`src/rtl/ts4231_config_writer_if.sv`:
```
// Pad-side lines between the TS4231 config writer and the bidirectional
// pad manager: drive enables/values out, registered pad samples back.
interface ts4231_config_writer_if;
    logic d_oe;
    logic d_out;
    logic e_oe;
    logic e_out;
    logic d_in;
    logic e_in;

    modport master (
        output d_oe,
        output d_out,
        output e_oe,
        output e_out,
        input  d_in,
        input  e_in
    );

    modport slave (
        input  d_oe,
        input  d_out,
        input  e_oe,
        input  e_out,
        output d_in,
        output e_in
    );
endinterface

```
`src/rtl/ts4231_config_writer.sv`:
```
// Loads the TS4231 15-bit configuration word over the D/E lines, then
// releases both lines and checks that the sensor idles with them high.
module ts4231_config_writer #(
    parameter logic [14:0] CONFIG_WORD     = 15'h392B,
    parameter int          BIT_HALF_CYCLES = 96,
    parameter int          SETTLE_CYCLES   = 960
) (
    input  logic                          clk_96MHz,
    input  logic                          rst_n,
    input  logic                          start,
    ts4231_config_writer_if.master        pads,
    output logic                          busy,
    output logic                          done,
    output logic                          error
);

    typedef enum logic [1:0] {
        IDLE,
        SEQ,
        SETTLE,
        REPORT
    } state_t;

    localparam logic [9:0]  HALF_LAST   = 10'(BIT_HALF_CYCLES - 1);
    localparam logic [15:0] SETTLE_LAST = 16'(SETTLE_CYCLES - 1);
    localparam logic [5:0]  LAST_STEP   = 6'd50;

    state_t      state;
    logic [5:0]  step;
    logic [9:0]  half_cnt;
    logic [15:0] settle_cnt;

    // Returns {E, D} for step k; bit steps are low/high/low on E
    // with D held, so D only moves while E is low.
    function automatic logic [1:0] pattern(input logic [5:0] k);
        logic [5:0] j;
        logic [5:0] q;
        logic [5:0] r;
        logic [3:0] i;
        j = k - 6'd3;
        q = j / 6'd3;
        r = j - q * 6'd3;
        i = 4'd14 - q[3:0];
        unique case (1'b1)
            k == 6'd0:               pattern = 2'b11;
            k == 6'd1:               pattern = 2'b10;
            k == 6'd2:               pattern = 2'b00;
            k >= 6'd3 && k <= 6'd47: pattern = {r == 6'd1, CONFIG_WORD[i]};
            k == 6'd48:              pattern = 2'b00;
            k == 6'd49:              pattern = 2'b10;
            default:                 pattern = 2'b11;
        endcase
    endfunction

    always_ff @(posedge clk_96MHz or negedge rst_n) begin
        if (!rst_n) begin
            state      <= IDLE;
            step       <= '0;
            half_cnt   <= '0;
            settle_cnt <= '0;
            pads.d_oe  <= 1'b0;
            pads.d_out <= 1'b0;
            pads.e_oe  <= 1'b0;
            pads.e_out <= 1'b0;
            busy       <= 1'b0;
            done       <= 1'b0;
            error      <= 1'b0;
        end else begin
            done <= 1'b0;
            unique case (state)
                IDLE: begin
                    if (start) begin
                        state    <= SEQ;
                        step     <= '0;
                        half_cnt <= '0;
                        error    <= 1'b0;
                        busy     <= 1'b1;
                        pads.d_oe <= 1'b1;
                        pads.e_oe <= 1'b1;
                        {pads.e_out, pads.d_out} <= pattern(6'd0);
                    end
                end
                SEQ: begin
                    if (half_cnt == HALF_LAST) begin
                        half_cnt <= '0;
                        if (step == LAST_STEP) begin
                            state      <= SETTLE;
                            settle_cnt <= '0;
                            pads.d_oe  <= 1'b0;
                            pads.d_out <= 1'b0;
                            pads.e_oe  <= 1'b0;
                            pads.e_out <= 1'b0;
                        end else begin
                            step <= step + 6'd1;
                            {pads.e_out, pads.d_out} <=
                                pattern(step + 6'd1);
                        end
                    end else begin
                        half_cnt <= half_cnt + 10'd1;
                    end
                end
                SETTLE: begin
                    if (settle_cnt == SETTLE_LAST) begin
                        state <= REPORT;
                        busy  <= 1'b0;
                        done  <= 1'b1;
                        error <= !pads.e_in || !pads.d_in;
                    end else begin
                        settle_cnt <= settle_cnt + 16'd1;
                    end
                end
                REPORT: begin
                    state <= IDLE;
                end
                default: begin
                    state <= IDLE;
                end
            endcase
        end
    end

endmodule
```
`src/flat_wrapper.sv`:
```
// flat-port wrapper written by rule: the top's interface ports become plain ports
module ts4231_config_writer_flat 
#(
    parameter logic [14:0] CONFIG_WORD     = 15'h392B,
    parameter int          BIT_HALF_CYCLES = 96,
    parameter int          SETTLE_CYCLES   = 960
)
  (clk_96MHz, rst_n, start, busy, done, error, pads_d_oe, pads_d_out, pads_e_oe, pads_e_out, pads_d_in, pads_e_in);
  ts4231_config_writer_if pads_i ();
  input  logic clk_96MHz;
  input  logic rst_n;
  input  logic start;
  output logic busy;
  output logic done;
  output logic error;
  output wire logic [$bits(pads_i.d_oe)-1:0] pads_d_oe;
  output wire logic [$bits(pads_i.d_out)-1:0] pads_d_out;
  output wire logic [$bits(pads_i.e_oe)-1:0] pads_e_oe;
  output wire logic [$bits(pads_i.e_out)-1:0] pads_e_out;
  input wire logic [$bits(pads_i.d_in)-1:0] pads_d_in;
  input wire logic [$bits(pads_i.e_in)-1:0] pads_e_in;
  assign pads_d_oe = pads_i.d_oe;
  assign pads_d_out = pads_i.d_out;
  assign pads_e_oe = pads_i.e_oe;
  assign pads_e_out = pads_i.e_out;
  assign pads_i.d_in = pads_d_in;
  assign pads_i.e_in = pads_e_in;
  ts4231_config_writer #(.CONFIG_WORD(CONFIG_WORD), .BIT_HALF_CYCLES(BIT_HALF_CYCLES), .SETTLE_CYCLES(SETTLE_CYCLES)) u_core (.clk_96MHz(clk_96MHz), .rst_n(rst_n), .start(start), .pads(pads_i), .busy(busy), .done(done), .error(error));
endmodule
```
`config.mk`:
```
export PLATFORM = sky130hd
export DESIGN_NAME = ts4231_config_writer_flat
export DESIGN_NICKNAME = d
export VERILOG_FILES = /design/src/rtl/ts4231_config_writer_if.sv /design/src/rtl/ts4231_config_writer.sv /design/src/flat_wrapper.sv
export SDC_FILE = /design/constraint.sdc
export NUM_CORES = 1
export LEC_CHECK = 0
export BUFFER_PORTS_ARGS = -buffer_cell sky130_fd_sc_hd__buf_4
export CAP_MARGIN = 10
export CORE_ASPECT_RATIO = 1.25
export CORE_MARGIN = 3
export CORE_UTILIZATION = 35
export CTS_CLUSTER_DIAMETER = 200
export DETAILED_ROUTE_END_ITERATION = 8
export PLACE_DENSITY = 0.52
export SLEW_MARGIN = 0
export SYNTH_ARGS = -nofsm -noshare
export SYNTH_HDL_FRONTEND = slang
export SYNTH_SLANG_ARGS = --single-unit
```
`constraint.sdc`:
```
create_clock -name clk_96MHz -period 5.12 [get_ports clk_96MHz]
set_input_delay 1.28 -clock clk_96MHz [delete_from_list [all_inputs] [get_ports clk_96MHz]]
set_output_delay 1.28 -clock clk_96MHz [all_outputs]
set_load 0.03 [all_outputs]
```
==> flow_metrics.py, run 1 <==
metrics = {
    "hold_path": {
        "hold_path_class": "register to register",
        "hold_path_depth": 1,
    },
    "die": {
        "pin_count": 12,
        "rows": 40,
        "core_area_um2": 9760,
        "start_util_pct": 36.5,
        "die_area_um2": 11400,
        "die_x_um": 96.2,
        "dieHeight_um": 119,
    },
    "synth": {
        "yosysWarnings": 0,
        "synth_area_per_cell_um2": 8.34,
        "synth-edff-count": 0,
        "ys.flop_type": "dfrtp_1",
        "async_reset_ff_share_pct": 100,
        "synthDistinctLibCells": 82,
        "ys_seq_area_share_pct": 28.1,
        "synth-seq-cells": 40,
        "netlist_instances": 427,
        "syn-cell-area_um2": 3560,
        "synth_fp_nets": 455,
    },
    "cells_and_area": {
        "diodes": 0,
        "area_growth_pct": 26.3,
        "mostFrequentLayoutCells": "67 x buf_4, 38 x nand2_1, 38 x dfrtp_1",
        "layout.nets": 513,
        "mostFrequentLayoutCell": "buf_4",
        "final_layout_size_suffix_gt1_share_pct": 28.0,
        "num-fill-cells": 961,
    },
    "sta": {
        "hold_viol_final": 0,
        "fin_ws_ns": -0.0168,
        "worst_pin_slew_ns": 0.701,
        "period_share_pct": 100,
        "setup_violations": 1,
        "tns_ns": -0.0168,
        "timing.fmax_ghz": 0.195,
        "max-slew-margin-rel_pct": 52.9,
        "rsz0062_at_grt": "true",
        "clock-skew-final_ns": 0.00437,
        "post-route-min-period_ns": 5.14,
        "drv_slew": 0,
    },
    "placement": {
        "routabilityCongestion": 0.871,
        "dp_hpwl_um": 6620,
        "io_buffers": 11,
    },
    "setup_path": {
        "critPathSlowestCell": "dfrtp_2",
        "setup.worst_path.end_class": "register",
        "crit_family": "compound AO/OA/AOI/OAI gates",
        "crit_buf_inv": 4,
        "cp_slowest_stage_delay_ns": 0.44,
        "rr_worst_depth": 29,
        "path_depth": 29,
        "cp.required_ns": 5.34,
        "crit_top_cell": "o21a_1",
        "cp_max_fo": 4,
        "startpoint_type": "register",
        "critPathKind": "register to register",
        "arrival_ns": 5.36,
    },
    "clock_network": {
        "cts-htree-levels": 2,
        "clk_pin_slew_worst_paths_ns": 0.06,
        "clk_latency_ns": 0.28,
        "cts_num_sinks": 40,
        "root_buffer": "clkbuf_16",
        "cts_tree": "built",
        "cts_made_buffers": 5,
        "ctsHoldBuffers": 0,
        "clk_path_buf_depth": 2,
    },
    "global_route": {
        "grt_pass1_wl_um": 15600,
        "grt_pass1_vias": 3231,
        "gr-total-overflow": 0,
        "antenna_found_initial": 0,
        "grt_use_total_pct": 16.8,
        "grt_max_degree": 41,
    },
    "route": {
        "drtAntennaViolNets": 0,
        "drt-initial-drc-count": 170,
        "drc": 0,
        "drt-pass1-iter-count": 4,
        "viasPerCell": 5.45,
        "route.vias.total": 3333,
        "wl_per_cell_um": 15.0,
        "wl_um": 9160,
    },
    "job": {
        "drv_cap": 0,
    },
    "outcome": {
        "failed_checks": "negative setup slack",
        "status": "complete, but fails checks",
    },
}
[layout make-up]
| type | count | area (um^2) | share of cell area [%] |
|---|---|---|---|
| inverter | 25 | 101 | 2.25 |
| tap | 126 | 158 | 3.51 |
| clock buffer | 6 | 139 | 3.09 |
| clock inverter | 2 | 10.0 | 0.223 |
| multi-input combinational | 345 | 2570 | 57.2 |
| timing repair buffer | 68 | 514 | 11.4 |
| sequential | 40 | 1000 | 22.3 |
[final timing paths]
| kind | from | slack (ns) | to |
|---|---|---|---|
| hold / removal | u_core.pads.e_out | 0.51 | u_core.pads.e_out |
| hold reg to reg | u_core.pads.e_out | 0.51 | u_core.pads.e_out |
| setup / recovery | u_core.step[0] | -0.02 | u_core.pads.e_out |
| min in group asynchronous | rst_n | 0.97 | u_core.half_cnt[9] |
| setup reg to reg | u_core.step[0] | -0.02 | u_core.pads.e_out |
| max in group asynchronous | rst_n | 3.76 | u_core.step[0] |
[what timing repair did]
action | CTS | global route
endpoints found under the setup margin | 1 | 1
setup buffers | 8 | 11
gates resized for setup | 18 | 18
pin swaps | 18 | 23
[cell usage after synthesis (5+ instances only)]
master,number,share of area [%]
o21ai_0,27,3.8
and3_1,5,0.88
o22ai_1,6,1.1
inv_1,22,2.3
xor2_1,15,3.7
xnor2_1,13,3.2
a21oi_1,22,3.1
ha_1,19,6.7
nor3_1,17,2.4
nand2b_1,6,1.1
nor2_1,37,3.9
nand2_1,40,4.2
clkbuf_1,8,0.84
o21a_1,8,1.7
a211oi_1,5,1.1
a31oi_1,5,0.88
nand3_1,21,3.0
dfrtp_1,40,28
[flip-flops by register name (all words and copies together) (netlist names), 2 cells and up]
register           flops
u_core.step            6
u_core.half_cnt       10
u_core.state           2
u_core.settle_cnt     16
[worst register-to-register path: cells and delay by family (launching register included)]
kind / cells / cell delay (ns)
compound gates: 13 / 1.99
fa+ha+maj: 4 / 1.02
simple gates: 5 / 0.78
flops: 1 / 0.44
buf+inv: 4 / 0.44
xor+xnor: 3 / 0.40
[cells by family (layout without fill, tap and decap cells)]
kind of cell	count (synthesis)	count (layout)	synth area share, %
XOR/XNOR	29	29	7.34
buffers and inverters	42	101	5.48
multiplexers	4	4	1.12
flip-flops	40	40	28.1
AND/OR/NAND/NOR	164	164	24.4
adder cells (fa/ha/maj)	24	24	9.21
AO/OA/AOI/OAI	124	124	24.3
[per-stage QoR]
| stage | cell area (um^2) | utilization [%] | setup WS (ns) | hold slack [ns] | instances |
|---|---|---|---|---|---|
| global placement | 4040 | 41.4 | -0.0781 | 0.496 | 586 |
| floorplan | 3600 | - | -0.0984 | 0.476 | 427 |
| finish | 4500 | 46.1 | -0.0168 | 0.512 | 612 |
| CTS | 4350 | 44.5 | 0.00661 | 0.517 | 602 |
| detailed placement | 4040 | 41.4 | -0.133 | 0.504 | 586 |
| global route | 4500 | 46.1 | -0.300 | 0.531 | 612 |
[layer usage]
layer / vias up / wire [um] / part of all wire (%) / track usage, %
li1: 1663 / - / - / -
met1: 1600 / 4100 / 45 / 22.1
met2: 55 / 4680 / 51 / 27.6
met3: 15 / 216 / 2.4 / 2.16
met4: 0 / 170 / 1.9 / 6.05
met5: - / 0 / 0 / 0
Power of run 1 is not shown: default switching activity piles up to over one toggle a cycle in this logic, so the estimate is an artifact.
==> run 2, diff against run 1 <==
==> constraint.sdc (replaced) <==
create_clock -name clk_96MHz -period 4.45 [get_ports clk_96MHz]
set_input_delay 1.1125 -clock clk_96MHz [delete_from_list [all_inputs] [get_ports clk_96MHz]]
set_output_delay 1.1125 -clock clk_96MHz [all_outputs]
set_load 0.03 [all_outputs]
==> run 2 against run 1 <==
Effect of this change:
- the flow still finishes with violations (negative setup slack)
- hold slack better by 0.0013 ns
- wire length increased by 0.59%
- final area is 4.7% higher
- core utilization increased by 2.2 points
- via count increased by 3.9%
- critical path depth is 1 lower
- first-iteration DRC count down 15%
- register-to-register slack worse by 0.68 ns
==> flow_metrics.py, run 2 (synthesized netlist as in run 1, its figures left out) <==
metrics = {
    "outcome": {
        "status": "complete, but fails checks",
        "failed_checks": "negative setup slack",
    },
    "setup_path": {
        "cp_slowest_stage_delay_ns": 0.47,
        "critPathSlowestCell": "dfrtp_2",
        "crit_top_cell": "o21a_1",
        "cp_max_fo": 6,
        "critPathKind": "register to register",
        "cp.required_ns": 4.67,
        "startpoint_type": "register",
        "arrival_ns": 5.37,
        "setup.worst_path.end_class": "register",
    },
    "job": {
        "drv_cap": 0,
    },
    "route": {
        "drt-initial-drc-count": 145,
        "drtAntennaViolNets": 0,
        "wl_per_cell_um": 14.2,
        "wl_um": 9210,
        "viasPerCell": 5.33,
        "drc": 0,
        "route.vias.total": 3462,
        "drt-pass1-iter-count": 4,
    },
    "sta": {
        "setup_violations": 1,
        "period_share_pct": 116,
        "fin_ws_ns": -0.702,
        "worst_pin_slew_ns": 0.645,
        "hold_viol_final": 0,
        "drv_slew": 0,
        "rsz0062_at_grt": "true",
        "clock-skew-final_ns": 0.00554,
        "timing.fmax_ghz": 0.194,
        "max-slew-margin-rel_pct": 56.7,
        "post-route-min-period_ns": 5.15,
    },
    "clock_network": {
        "cts_num_sinks": 40,
        "clk_path_buf_depth": 2,
        "root_buffer": "clkbuf_16",
        "clk_pin_slew_worst_paths_ns": 0.06,
        "cts-htree-levels": 2,
        "clk_latency_ns": 0.28,
        "cts_made_buffers": 5,
        "cts_tree": "built",
    },
    "cells_and_area": {
        "diodes": 0,
        "mostFrequentLayoutCells": "104 x buf_4, 38 x nand2_1, 38 x dfrtp_1",
        "final_layout_size_suffix_gt1_share_pct": 31.9,
        "num-fill-cells": 954,
        "mostFrequentLayoutCell": "buf_4",
        "largest_register_ffs": 16,
        "layout.nets": 551,
        "top_register": "u_core.settle_cnt",
        "top_regs": "u_core.settle_cnt x16, u_core.half_cnt x10, u_core.step x6",
        "area_growth_pct": 32.2,
        "fin_cells": 650,
    },
    "placement": {
        "io_buffers": 11,
        "pre_cts_ws_ns": -0.756,
        "placed_cells_incl_taps": 632,
        "routabilityCongestion": 0.811,
        "dp_hpwl_um": 7150,
    },
    "global_route": {
        "gr-total-overflow": 0,
        "grt_max_degree": 41,
        "top_usage_layer": "met2",
        "grt_pass1_vias": 3433,
        "grt_use_met1_pct": 21.3,
        "grt_use_total_pct": 16.9,
        "grt_pass1_wl_um": 15900,
        "met3_usage_pct": 2.36,
        "grt_use_met2_pct": 29.2,
        "antenna_found_initial": 0,
    },
    "die": {
        "start_util_pct": 36.5,
        "dieHeight_um": 119,
        "rows": 40,
        "pin_count": 12,
        "die_area_um2": 11400,
        "die_x_um": 96.2,
        "core_area_um2": 9760,
    },
    "hold_path": {
        "hold_path_class": "register to register",
    },
}
==> run 2: cell count changes in the layout (fill, tap and decap cells not counted), sizes merged <==
cell,delta
buf,+37
clkinv,-1
clkbuf,+2
==> run 2: worst paths after layout <==
path / slack (ns) / endpoint / depth (start not counted) / startpoint
min in group asynchronous: 0.80 / u_core.half_cnt[9] / 1 / rst_n
worst max register to register: -0.70 / u_core.pads.e_out / 28 / u_core.step[1]
worst max-delay path: -0.70 / u_core.pads.e_out / 28 / u_core.step[1]
worst min-delay path: 0.51 / u_core.pads.e_out / 1 / u_core.pads.e_out
worst min register to register: 0.51 / u_core.pads.e_out / 1 / u_core.pads.e_out
max in group asynchronous: 3.27 / u_core.step[0] / 1 / rst_n
==> run 2: stage by stage <==
stage / utilization [%] / hold slack [ns] / TNS (ns) / instance area, um^2
3_5_place_dp: 45.0 / 0.507 / -0.756 / 4390
2_1_floorplan: - / 0.476 / -0.768 / 3600
5_1_grt: 48.2 / 0.538 / -1.00 / 4710
6_report: 48.2 / 0.513 / -0.702 / 4710
4_1_cts: 47.1 / 0.520 / -0.622 / 4600
3_3_place_gp: 45.0 / 0.497 / -0.636 / 4390
==> run 2: layout make-up <==
class,count,area [um^2],area share [%]
Timing Repair Buffer,106,806,17.1
Sequential cell,40,1000,21.3
Clock buffer,7,133,2.82
Tap cell,126,158,3.35
Inverter,25,101,2.15
Clock inverter,1,5.00,0.106
Multi-Input combinational cell,345,2500,53.1
==> run 2: worst max-delay path: cells and delay by family (launching register included) <==
kind                     cells  cell delay [ns]
adder cells (fa/ha/maj)      4             0.98
AO/OA/AOI/OAI               13             2.21
XOR/XNOR                     3             0.39
AND/OR/NAND/NOR              5             0.74
buffers and inverters        3             0.29
flip-flops                   1             0.47
==> run 2: layer usage <==
metal,vias up,wire length (um)
li1,1741,-
met2,43,4740
met3,17,194
met1,1661,4090
met5,-,0
met4,0,187
==> run 2: repair_timing <==
item,CTS,global route
gates resized for setup,10,13
setup buffers,2,8
cloned,0,0
hold buffers,0,0
pin swaps,10,23
setup endpoints to repair,1,1
Power of run 2 is left out for the same reason.
